**config.mk**
```make
export PLATFORM = sky130hd
export DESIGN_NAME = fpa_add_sequencer
export DESIGN_NICKNAME = d
export VERILOG_FILES = /design/src/rtl/fpa_add_sequencer.sv
export SDC_FILE = /design/constraint.sdc
export NUM_CORES = 1
export LEC_CHECK = 0
export CAP_MARGIN = 20
export CORE_MARGIN = 5
export CORE_UTILIZATION = 40
export DETAILED_ROUTE_END_ITERATION = 10
export PLACE_DENSITY_LB_ADDON = 0.3
export SLEW_MARGIN = 25
export SYNTH_ARGS = -nofsm -noshare
export SYNTH_HDL_FRONTEND = slang
export SYNTH_SLANG_ARGS = --single-unit
```
**constraint.sdc**
```tcl
create_clock -name clk -period 6.95 [get_ports clk]
set_clock_uncertainty 0.2 [all_clocks]
set_input_delay 1.0425 -clock clk [delete_from_list [all_inputs] [get_ports clk]]
set_output_delay 1.0425 -clock clk [all_outputs]
set_load 0.02 [all_outputs]
```
**src/rtl/fpa_add_sequencer.sv**
```systemverilog
// fpa_add_sequencer
//
// Computes one W = N*K bit addition c = a + b + ci by running a single N-bit
// adder K times, least-significant chunk first, with the carry kept in a
// register between chunks. Operands come in on a valid/ready handshake and
// the result leaves on a second valid/ready handshake.
//
// Optional feature macro: FPA_ADD_SEQ_SUB_EN
//   When defined, the extra input 'sub' is latched with the operands. sub=1
//   computes a - b as a + ~b + 1 (ci ignored); co=1 then means "no borrow".
//
// Parameters:
//   N  chunk width (width of the shared adder), N >= 1
//   K  number of chunks per operation, K >= 1
//
// Ports:
//   clk        rising-edge clock
//   rst        synchronous active-high reset; discards any operation in flight
//   in_valid   operand request
//   in_ready   high in IDLE only
//   a, b, ci   operands and carry-in, sampled on accept
//   sub        subtract request (only with FPA_ADD_SEQ_SUB_EN)
//   out_valid  high in DONE; result held until out_ready
//   out_ready  result sink ready
//   c          W-bit sum
//   co         carry out of the most significant chunk
//   busy       high in RUN or DONE
//
// Every output is either a register or a decode of the state register, so
// there is no combinational path from in_valid/out_ready to any output.

module fpa_add_sequencer #(
    parameter int N = 8,
    parameter int K = 4
) (
    input  logic           clk,
    input  logic           rst,
    input  logic           in_valid,
    output logic           in_ready,
    input  logic [N*K-1:0] a,
    input  logic [N*K-1:0] b,
    input  logic           ci,
`ifdef FPA_ADD_SEQ_SUB_EN
    input  logic           sub,
`endif
    output logic           out_valid,
    input  logic           out_ready,
    output logic [N*K-1:0] c,
    output logic           co,
    output logic           busy
);

    localparam int W  = N * K;
    localparam int IW = (K > 1) ? $clog2(K) : 1;
    localparam logic [IW-1:0] LAST_IDX = IW'(K - 1);

    localparam logic [1:0] S_IDLE = 2'd0;
    localparam logic [1:0] S_RUN  = 2'd1;
    localparam logic [1:0] S_DONE = 2'd2;

    logic [1:0]    state;
    logic [IW-1:0] idx;
    logic          carry;
    logic [W-1:0]  a_reg;
    logic [W-1:0]  b_reg;
    logic [W-1:0]  result;
    logic [W-1:0]  result_next;

    logic [W-1:0]  b_load;
    logic          carry_load;

    logic [N-1:0]  a_chunk;
    logic [N-1:0]  b_chunk;
    logic [N-1:0]  sum_chunk;
    logic          cout;

    // Operand conditioning at accept time. Subtraction is folded into the
    // same adder by storing ~b and seeding the carry chain with 1.
`ifdef FPA_ADD_SEQ_SUB_EN
    assign b_load     = sub ? ~b : b;
    assign carry_load = sub ? 1'b1 : ci;
`else
    assign b_load     = b;
    assign carry_load = ci;
`endif

    // Select the current chunk of each operand.
    always_comb begin
        a_chunk = '0;
        b_chunk = '0;
        for (int unsigned j = 0; j < K; j++) begin
            if (idx == IW'(j)) begin
                a_chunk = a_reg[j*N +: N];
                b_chunk = b_reg[j*N +: N];
            end
        end
    end

    // The shared N-bit datapath: all terms zero-extended to N+1 bits.
    assign {cout, sum_chunk} = {1'b0, a_chunk} + {1'b0, b_chunk} + {{N{1'b0}}, carry};

    // Merge the fresh chunk into the result at the current index.
    always_comb begin
        result_next = result;
        for (int unsigned j = 0; j < K; j++) begin
            if (idx == IW'(j)) begin
                result_next[j*N +: N] = sum_chunk;
            end
        end
    end

    // Operand registers only change on accept, so they need no reset.
    always_ff @(posedge clk) begin
        if (state == S_IDLE && in_valid && !rst) begin
            a_reg <= a;
            b_reg <= b_load;
        end
    end

    always_ff @(posedge clk) begin
        if (rst) begin
            state  <= S_IDLE;
            idx    <= '0;
            carry  <= 1'b0;
            result <= '0;
        end else begin
            case (state)
                S_IDLE: begin
                    if (in_valid) begin
                        carry  <= carry_load;
                        idx    <= '0;
                        result <= '0;
                        state  <= S_RUN;
                    end
                end
                S_RUN: begin
                    result <= result_next;
                    carry  <= cout;
                    // idx parks on the last chunk; carry then holds co.
                    if (idx == LAST_IDX) begin
                        state <= S_DONE;
                    end else begin
                        idx <= idx + 1'b1;
                    end
                end
                S_DONE: begin
                    if (out_ready) begin
                        state <= S_IDLE;
                    end
                end
                default: begin
                    state <= S_IDLE;
                end
            endcase
        end
    end

    assign in_ready  = (state == S_IDLE);
    assign out_valid = (state == S_DONE);
    assign busy      = (state != S_IDLE);
    assign c         = result;
    assign co        = carry;

endmodule

```
==> results of run 1 <==
cell usage in the layout, fill, tap and decap left out, types with 2 or more instances in the layout:
| cell type | instances |
|---|---|
| a221oi_1 | 2 |
| or3b_1 | 4 |
| ha_1 | 10 |
| a21o_1 | 5 |
| nor2_1 | 35 |
| o21ai_0 | 32 |
| xnor2_1 | 3 |
| nor3_1 | 6 |
| bufinv_8 | 2 |
| a22oi_1 | 16 |
| inv_1 | 8 |
| a21oi_1 | 41 |
| dfxtp_1 | 37 |
| mux2i_1 | 8 |
| edfxtp_1 | 64 |
| a221oi_2 | 2 |
| nand2_1 | 32 |
| nand2b_1 | 3 |
| clkdlybuf4s50_1 | 104 |
| nand3b_1 | 13 |
| a211oi_1 | 6 |
| fa_1 | 2 |
| nand3_1 | 3 |
| nor3b_2 | 2 |
| clkbuf_8 | 9 |
| buf_4 | 3 |
| nor2b_1 | 4 |
routing by layer:
metal  routed length, µm  share of wire
met5                   0              0
met4                 162          0.016
met3                 703          0.072
met2                4710           0.48
met1                4250           0.43
worst max-delay path, stage by stage, from the launching register on:
cell	delay, ns
dfxtp_1	0.35
inv_1	0.10
ha_1	0.74
nor2b_2	0.35
a221oi_1	0.37
nor3_1	0.07
a21oi_1	0.17
fa_1	0.22
inv_1	0.06
fa_1	0.40
a21o_2	0.23
a21oi_2	0.15
xnor2_1	0.19
or3b_1	0.38
a21oi_1	0.13
final timing paths:
check / start / endpoint / slack, ns
max: idx[1] / c[4] / 2.77
min: c[24] / c[24] / 0.26
max reg2reg: idx[1] / c[4] / 2.77
min reg2reg: c[24] / c[24] / 0.26
power by group through the flow:
stage | clock (mW) | sequential (mW) | combinational (mW)
global route | 0.407 | 0.688 | 0.291
CTS | 0.384 | 0.686 | 0.266
floorplan | 0 | 0.712 | 0.147
finish | 0.375 | 0.685 | 0.264
global placement | 0 | 0.698 | 0.257
detailed placement | 0 | 0.699 | 0.265
cells by family after synthesis:
logic type | after synthesis
simple gates | 108
buf+inv | 30
flops | 101
fa+ha+maj | 13
compound gates | 109
mux | 9
xor+xnor | 3
area by class of cell:
type	instances	area (µm²)
Sequential cell	101	2660
Timing Repair Buffer	107	1060
Tap cell	136	170
Inverter	8	30.0
Clock buffer	9	124
Clock inverter	7	77.6
Fill cell	890	4790
Multi-Input combinational cell	242	1500
cell usage after synthesis, types with 3 or more instances:
cell type	instances
a211oi_1	6
a21o_1	5
a21oi_1	41
a22oi_1	16
buf_2	6
buf_4	4
clkbuf_1	11
dfxtp_1	37
edfxtp_1	64
ha_1	11
inv_1	8
mux2i_1	8
nand2_1	32
nand2b_1	3
nand3_1	3
nand3b_1	13
nor2_1	35
nor2b_1	5
nor3_1	6
o21ai_0	32
or3b_1	4
xnor2_1	3
==> impl_results.rst, run 1 <==
.. list-table::
   :header-rows: 1

   * - Metric
     - Value
   * - Startpoint Class
     - flip-flop
   * - Total Power
     - 1.32 mW
   * - Core occupancy in the finished layout
     - 0.540
   * - Violation count after the first detailed-route iteration
     - 190
   * - Last weighted congestion value of the routability-driven placer
     - 0.824
   * - Top-level I/O count
     - 105
   * - Number of inserted diodes
     - 0
   * - Final critical-path share of the clock period
     - 0.601
   * - Placed wire-length estimate
     - 7030 µm
   * - Xor and xnor fraction of the mapped netlist area
     - 0.00612
   * - Clock-pin slew reported for the worst setup and hold paths after clock tree synthesis
     - 0.09 ns
   * - Placed Cells incl. Taps
     - 594
   * - Width of the chip
     - 114 µm
   * - Net count of the mapped netlist
     - 455
   * - GRT met1 Usage
     - 0.200
   * - Resized Gates After CTS
     - 0
   * - Layout area overhead
     - 31.1%
   * - Count of endpoints failing setup in the final report
     - 0
   * - Grt met2 use
     - 0.247
   * - Die Y-Extent
     - 114 µm
   * - Max-slew headroom at the worst pin
     - 0.413
   * - Combinational family with the most area after synthesis
     - compound AO/OA/AOI/OAI gates
   * - Mux cell area share after synthesis
     - 0.0213
   * - Clock insertion delay at the later pin of the skew report
     - 0.37 ns
   * - Net count, final
     - 551
   * - Effective utilization at floorplan
     - 0.412
   * - Post-synth EDFFs
     - 64
   * - Post-Place Setup Slack
     - 2.45 ns
   * - Die ar.
     - 12900 µm²
   * - Share of synthesized cell area in full adder, half adder and majority cells
     - 0.0414
   * - Count of input and output buffers
     - 104
   * - Fraction of the mapped netlist area in compound gates
     - 0.153
   * - Endpoint type of the worst setup path
     - flip-flop
   * - Endpoints failing hold
     - 0
   * - DR WL/cell
     - 16.1 µm
   * - Post-layout min period
     - 4.18 ns
   * - Max frequency
     - 239 MHz
   * - Top cells by area, synth
     - edfxtp_1, dfxtp_1, a21oi_1, o21ai_0, ha_1
   * - Outcome
     - finished clean
   * - Endpoint required time on the critical path
     - 7.04 ns
   * - Internal power
     - 964 µW
   * - Data arrival, critical path
     - 4.27 ns
   * - Hold-fix buffers at CTS
     - 0
   * - Syn Inst Count
     - 373
   * - Hold Slack
     - 0.264 ns
   * - Min-delay worst type
     - flip-flop to flip-flop
   * - TritonCTS clock tree
     - yes
   * - Via count of the first global-routing pass
     - 3172
   * - CTS Sinks
     - 101
   * - Unrepaired setup endpoints after global routing
     - false
   * - Share of power burned in the clock network
     - 0.283
   * - Pin count of the biggest net entering global routing
     - 65
   * - Slew of the pin with the lowest slew margin
     - 0.880 ns
   * - Core Area
     - 10400 µm²
   * - Post-place instance area
     - 5420 µm²
   * - Count of cells along the worst register-to-register path
     - 14
   * - Switch share
     - 0.272
   * - Buffer count from post-CTS setup fixing
     - 0
   * - Final worst setup slack
     - 2.77 ns
   * - Maximum fanout count along the critical path
     - 20
   * - Highest ir drop seen on vdd
     - 120 µV
   * - Post-route ant nets
     - 0
   * - Count of unresolved DRC violations after routing
     - 0
   * - Max cap viols
     - 0
   * - CTS root buf
     - clkbuf_8
   * - Total clock buffers created by CTS
     - 9
   * - Worst Setup Path Type
     - flip-flop to flip-flop
   * - Total number of vias
     - 3105
   * - Power density cells
     - 235 nW/µm²
   * - Pins over their slew limit
     - 0
   * - Number of vias per cell after detailed routing
     - 5.09
   * - Cell type with the largest total area after synthesis
     - edfxtp_1
   * - GR met3 Demand/Resource
     - 0.0440
   * - CTS Buffer Depth
     - 2
   * - Simple-gate area share of the yosys netlist
     - 0.124
   * - Top cell type's share of synthesized area
     - 0.448
   * - Initial antenna violation count
     - 0
   * - Fraction of the yosys area taken by sequential cells
     - 0.621
   * - Layout cell share with drive strength beyond 1
     - 0.0612
   * - Standard-cell row count
     - 37
   * - Ys async rst share
     - 0
   * - Routed wire length
     - 9820 µm
   * - Leakage power summed over all cells
     - 1.98 nW
   * - Count of cells along the worst hold path
     - 2
   * - Sequential share of power
     - 0.518
   * - Post-route cell area
     - 5620 µm²
   * - Dominant register cell in the synthesized netlist
     - edfxtp_1
   * - Net load switching power
     - 360 µW
   * - Wire length of the first global-routing pass
     - 15700 µm
   * - Yosys warns
     - 0
   * - Cell Count, Final, Fillers Out
     - 610
   * - Avg Synthesized Cell Area
     - 11.5 µm²
   * - Sum of negative setup slack
     - 0 ns
   * - Synth cell types
     - 38
   * - Register bit total from synthesis
     - 101
   * - Congestion Overflow GR
     - 0
   * - Busiest metal layer after global routing
     - met2
   * - Gr usage total
     - 0.154
   * - Area of the mapped netlist
     - 4290 µm²
   * - H-tree level count
     - 3
   * - Iteration count of the initial detailed-routing pass
     - 4
   * - Part of the power in combinational logic
     - 0.199
Note: power is estimated with default switching activity, not from simulation.
==> run 2, diff against run 1 <==
==> constraint.sdc (replaced) <==
create_clock -name clk -period 3.5 [get_ports clk]
set_clock_uncertainty 0.2 [all_clocks]
set_input_delay 0.525 -clock clk [delete_from_list [all_inputs] [get_ports clk]]
set_output_delay 0.525 -clock clk [all_outputs]
set_load 0.02 [all_outputs]
==> impl_results.rst, run 2 (synthesis gave the netlist of run 1 again) <==
.. list-table::
   :header-rows: 1

   * - Metric
     - Value
   * - Iteration count of the initial detailed-routing pass
     - 4
   * - Endpoint type of the worst setup path
     - flip-flop
   * - Max-slew headroom at the worst pin
     - 0.661
   * - Count of cells along the worst hold path
     - 2
   * - Count of endpoints failing setup in the final report
     - 0
   * - Endpoint, Worst Hold
     - c[25]
   * - Initial antenna violation count
     - 0
   * - Most frequent cells in the layout
     - clkdlybuf4s50_1, edfxtp_1, a21oi_1
   * - Placed Cells incl. Taps
     - 600
   * - Total Power
     - 2.65 mW
   * - Outcome
     - finished clean
   * - Standard-cell row count
     - 37
   * - Destination of the worst register-to-register timing path
     - c[20]
   * - Layout cell share with drive strength beyond 1
     - 0.0996
   * - Gr usage total
     - 0.150
   * - Via count of the first global-routing pass
     - 3174
   * - Effective utilization at floorplan
     - 0.412
   * - Pins over their slew limit
     - 0
   * - Max frequency
     - 297 MHz
   * - Min-delay worst type
     - flip-flop to flip-flop
   * - Final critical-path share of the clock period
     - 0.963
   * - Pin count of the biggest net entering global routing
     - 65
   * - Top-level I/O count
     - 105
   * - Endpoints failing hold
     - 0
   * - CTS root buf
     - clkbuf_8
   * - Worst Setup Path Type
     - flip-flop to flip-flop
   * - Core Area
     - 10400 µm²
   * - Last weighted congestion value of the routability-driven placer
     - 0.851
   * - TritonCTS clock tree
     - yes
   * - Endpoint required time on the critical path
     - 3.60 ns
   * - Setup slack of the worst register-to-register path
     - 0.13 ns
   * - Placed wire-length estimate
     - 7160 µm
   * - Startpoint Class
     - flip-flop
   * - Die ar.
     - 12900 µm²
   * - H-tree level count
     - 3
   * - Total number of vias
     - 3156
   * - Hold_sp
     - c[25]
   * - Total clock buffers created by CTS
     - 9
   * - Reg2Reg Launch Point
     - idx[1]
   * - Clock insertion delay at the later pin of the skew report
     - 0.36 ns
   * - Die Y-Extent
     - 114 µm
   * - Multi-input gate area in the final layout
     - 1560 µm²
   * - Count of input and output buffers
     - 104
   * - Slew of the pin with the lowest slew margin
     - 0.507 ns
   * - Leakage power summed over all cells
     - 2.03 nW
   * - Count of unresolved DRC violations after routing
     - 0
   * - Max cap viols
     - 0
   * - Buffers and inverters on the worst path
     - 2
   * - Power density cells
     - 461 nW/µm²
   * - Delay-heaviest family, CP
     - compound AO/OA/AOI/OAI gates
   * - Post-layout min period
     - 3.37 ns
   * - Layout area overhead
     - 34.2%
   * - Count of cells along the worst register-to-register path
     - 14
   * - Clock-pin slew reported for the worst setup and hold paths after clock tree synthesis
     - 0.10 ns
   * - CTS Sinks
     - 101
   * - Most frequent standard cell in the layout excluding fill and tap cells
     - clkdlybuf4s50_1
   * - Number of inserted diodes
     - 0
   * - Maximum fanout count along the critical path
     - 4
   * - Cell Count, Final, Fillers Out
     - 618
   * - Hold-fix buffers at CTS
     - 0
   * - CTS Buffer Depth
     - 2
   * - Footprint of the flip-flops and latches
     - 2670 µm²
   * - Net count, final
     - 559
   * - Number of filler instances in the final layout
     - 924
   * - Wire length of the first global-routing pass
     - 15500 µm
   * - Number of vias per cell after detailed routing
     - 5.11
   * - Worst stage delay on the critical path
     - 0.40 ns
   * - Data arrival, critical path
     - 3.47 ns
   * - Congestion Overflow GR
     - 0
   * - Violation count after the first detailed-route iteration
     - 160
   * - Post-route ant nets
     - 0
   * - Cell-by-cell trace of the critical path
     - inv_1, ha_2, nor2b_1, a221oi_1, nor3_1, a21oi_1, fa_2, inv_1, fa_2, a21o_4, a21oi_4, xnor2_2, or3b_4, a21oi_2
   * - Routed wire length
     - 9840 µm
   * - Cell type of the slowest stage on the worst timing path
     - or3b_4
   * - Width of the chip
     - 114 µm
   * - DR WL/cell
     - 15.9 µm
   * - Highest ir drop seen on vdd
     - 257 µV
   * - Hold Slack
     - 0.264 ns
==> run 2: cell types whose count changed in the layout (fill, tap and decap cells not counted), moves of 2 or more <==
cell / before / now
o21ai_1: 0 / 3
fa_2: 0 / 2
dfxtp_1: 37 / 35
buf_4: 3 / 10
fa_1: 2 / 0
o21ai_0: 32 / 29
==> run 2: stage by stage <==
| stage | TNS (ns) | utilization | area [µm²] | worst slack (ns) |
|---|---|---|---|---|
| after global placement | 0 | 0.526 | 5480 | 0.148 |
| after floorplan | 0 | - | 4300 | 0.183 |
| final | 0 | 0.553 | 5760 | 0.129 |
| after CTS | 0 | 0.545 | 5680 | 0.0476 |
| after detailed placement | 0 | 0.526 | 5480 | 0.0711 |
| after global routing | -0.0227 | 0.553 | 5760 | -0.0121 |
==> run 2: cell type report <==
cell class                      instances  share of cell area
Sequential cell                       101               0.463
Multi-Input combinational cell        242               0.271
Timing Repair Buffer                  115               0.197
Tap cell                              136              0.0296
Clock buffer                            9              0.0215
Clock inverter                          7              0.0124
Inverter                                8             0.00522
==> run 2: worst max-delay path by stage <==
stage	startpoint	slack [ns]	end	depth (start not counted)
finish	idx[1]	0.13	c[20]	14
global route	idx[0]	-0.01	c[14]	14
CTS	idx[0]	0.05	c[12]	14
detailed placement	idx[0]	0.07	c[22]	14
global placement	idx[0]	0.15	c[22]	14
floorplan	idx[0]	0.18	c[20]	15
==> run 2: routing by layer <==
| metal | GRT usage | wire length, µm | vias to the layer above |
|---|---|---|---|
| met3 | 0.0408 | 626 | 10 |
| met4 | 0.0473 | 118 | 0 |
| met5 | 0 | 0 | - |
| met2 | 0.248 | 4790 | 102 |
| li1 | - | - | 1564 |
| met1 | 0.192 | 4310 | 1480 |
==> run 2: worst min-delay path, stage by stage (launching register included) <==
cell     delay (ns)
dfxtp_1        0.32
nand2_1        0.05
a21oi_1        0.05
==> run 2: report_power, final <==
part | total, mW | internal, mW | switching (mW)
Combinational | 0.573 | 0.278 | 0.295
Sequential | 1.36 | 1.33 | 0.0304
Clock | 0.719 | 0.329 | 0.390
Total | 2.65 | 1.94 | 0.715
==> run 2: what timing repair did <==
item,CTS,global route
endpoints found under the setup margin,0,18
setup buffers,0,2
resized for setup,0,20
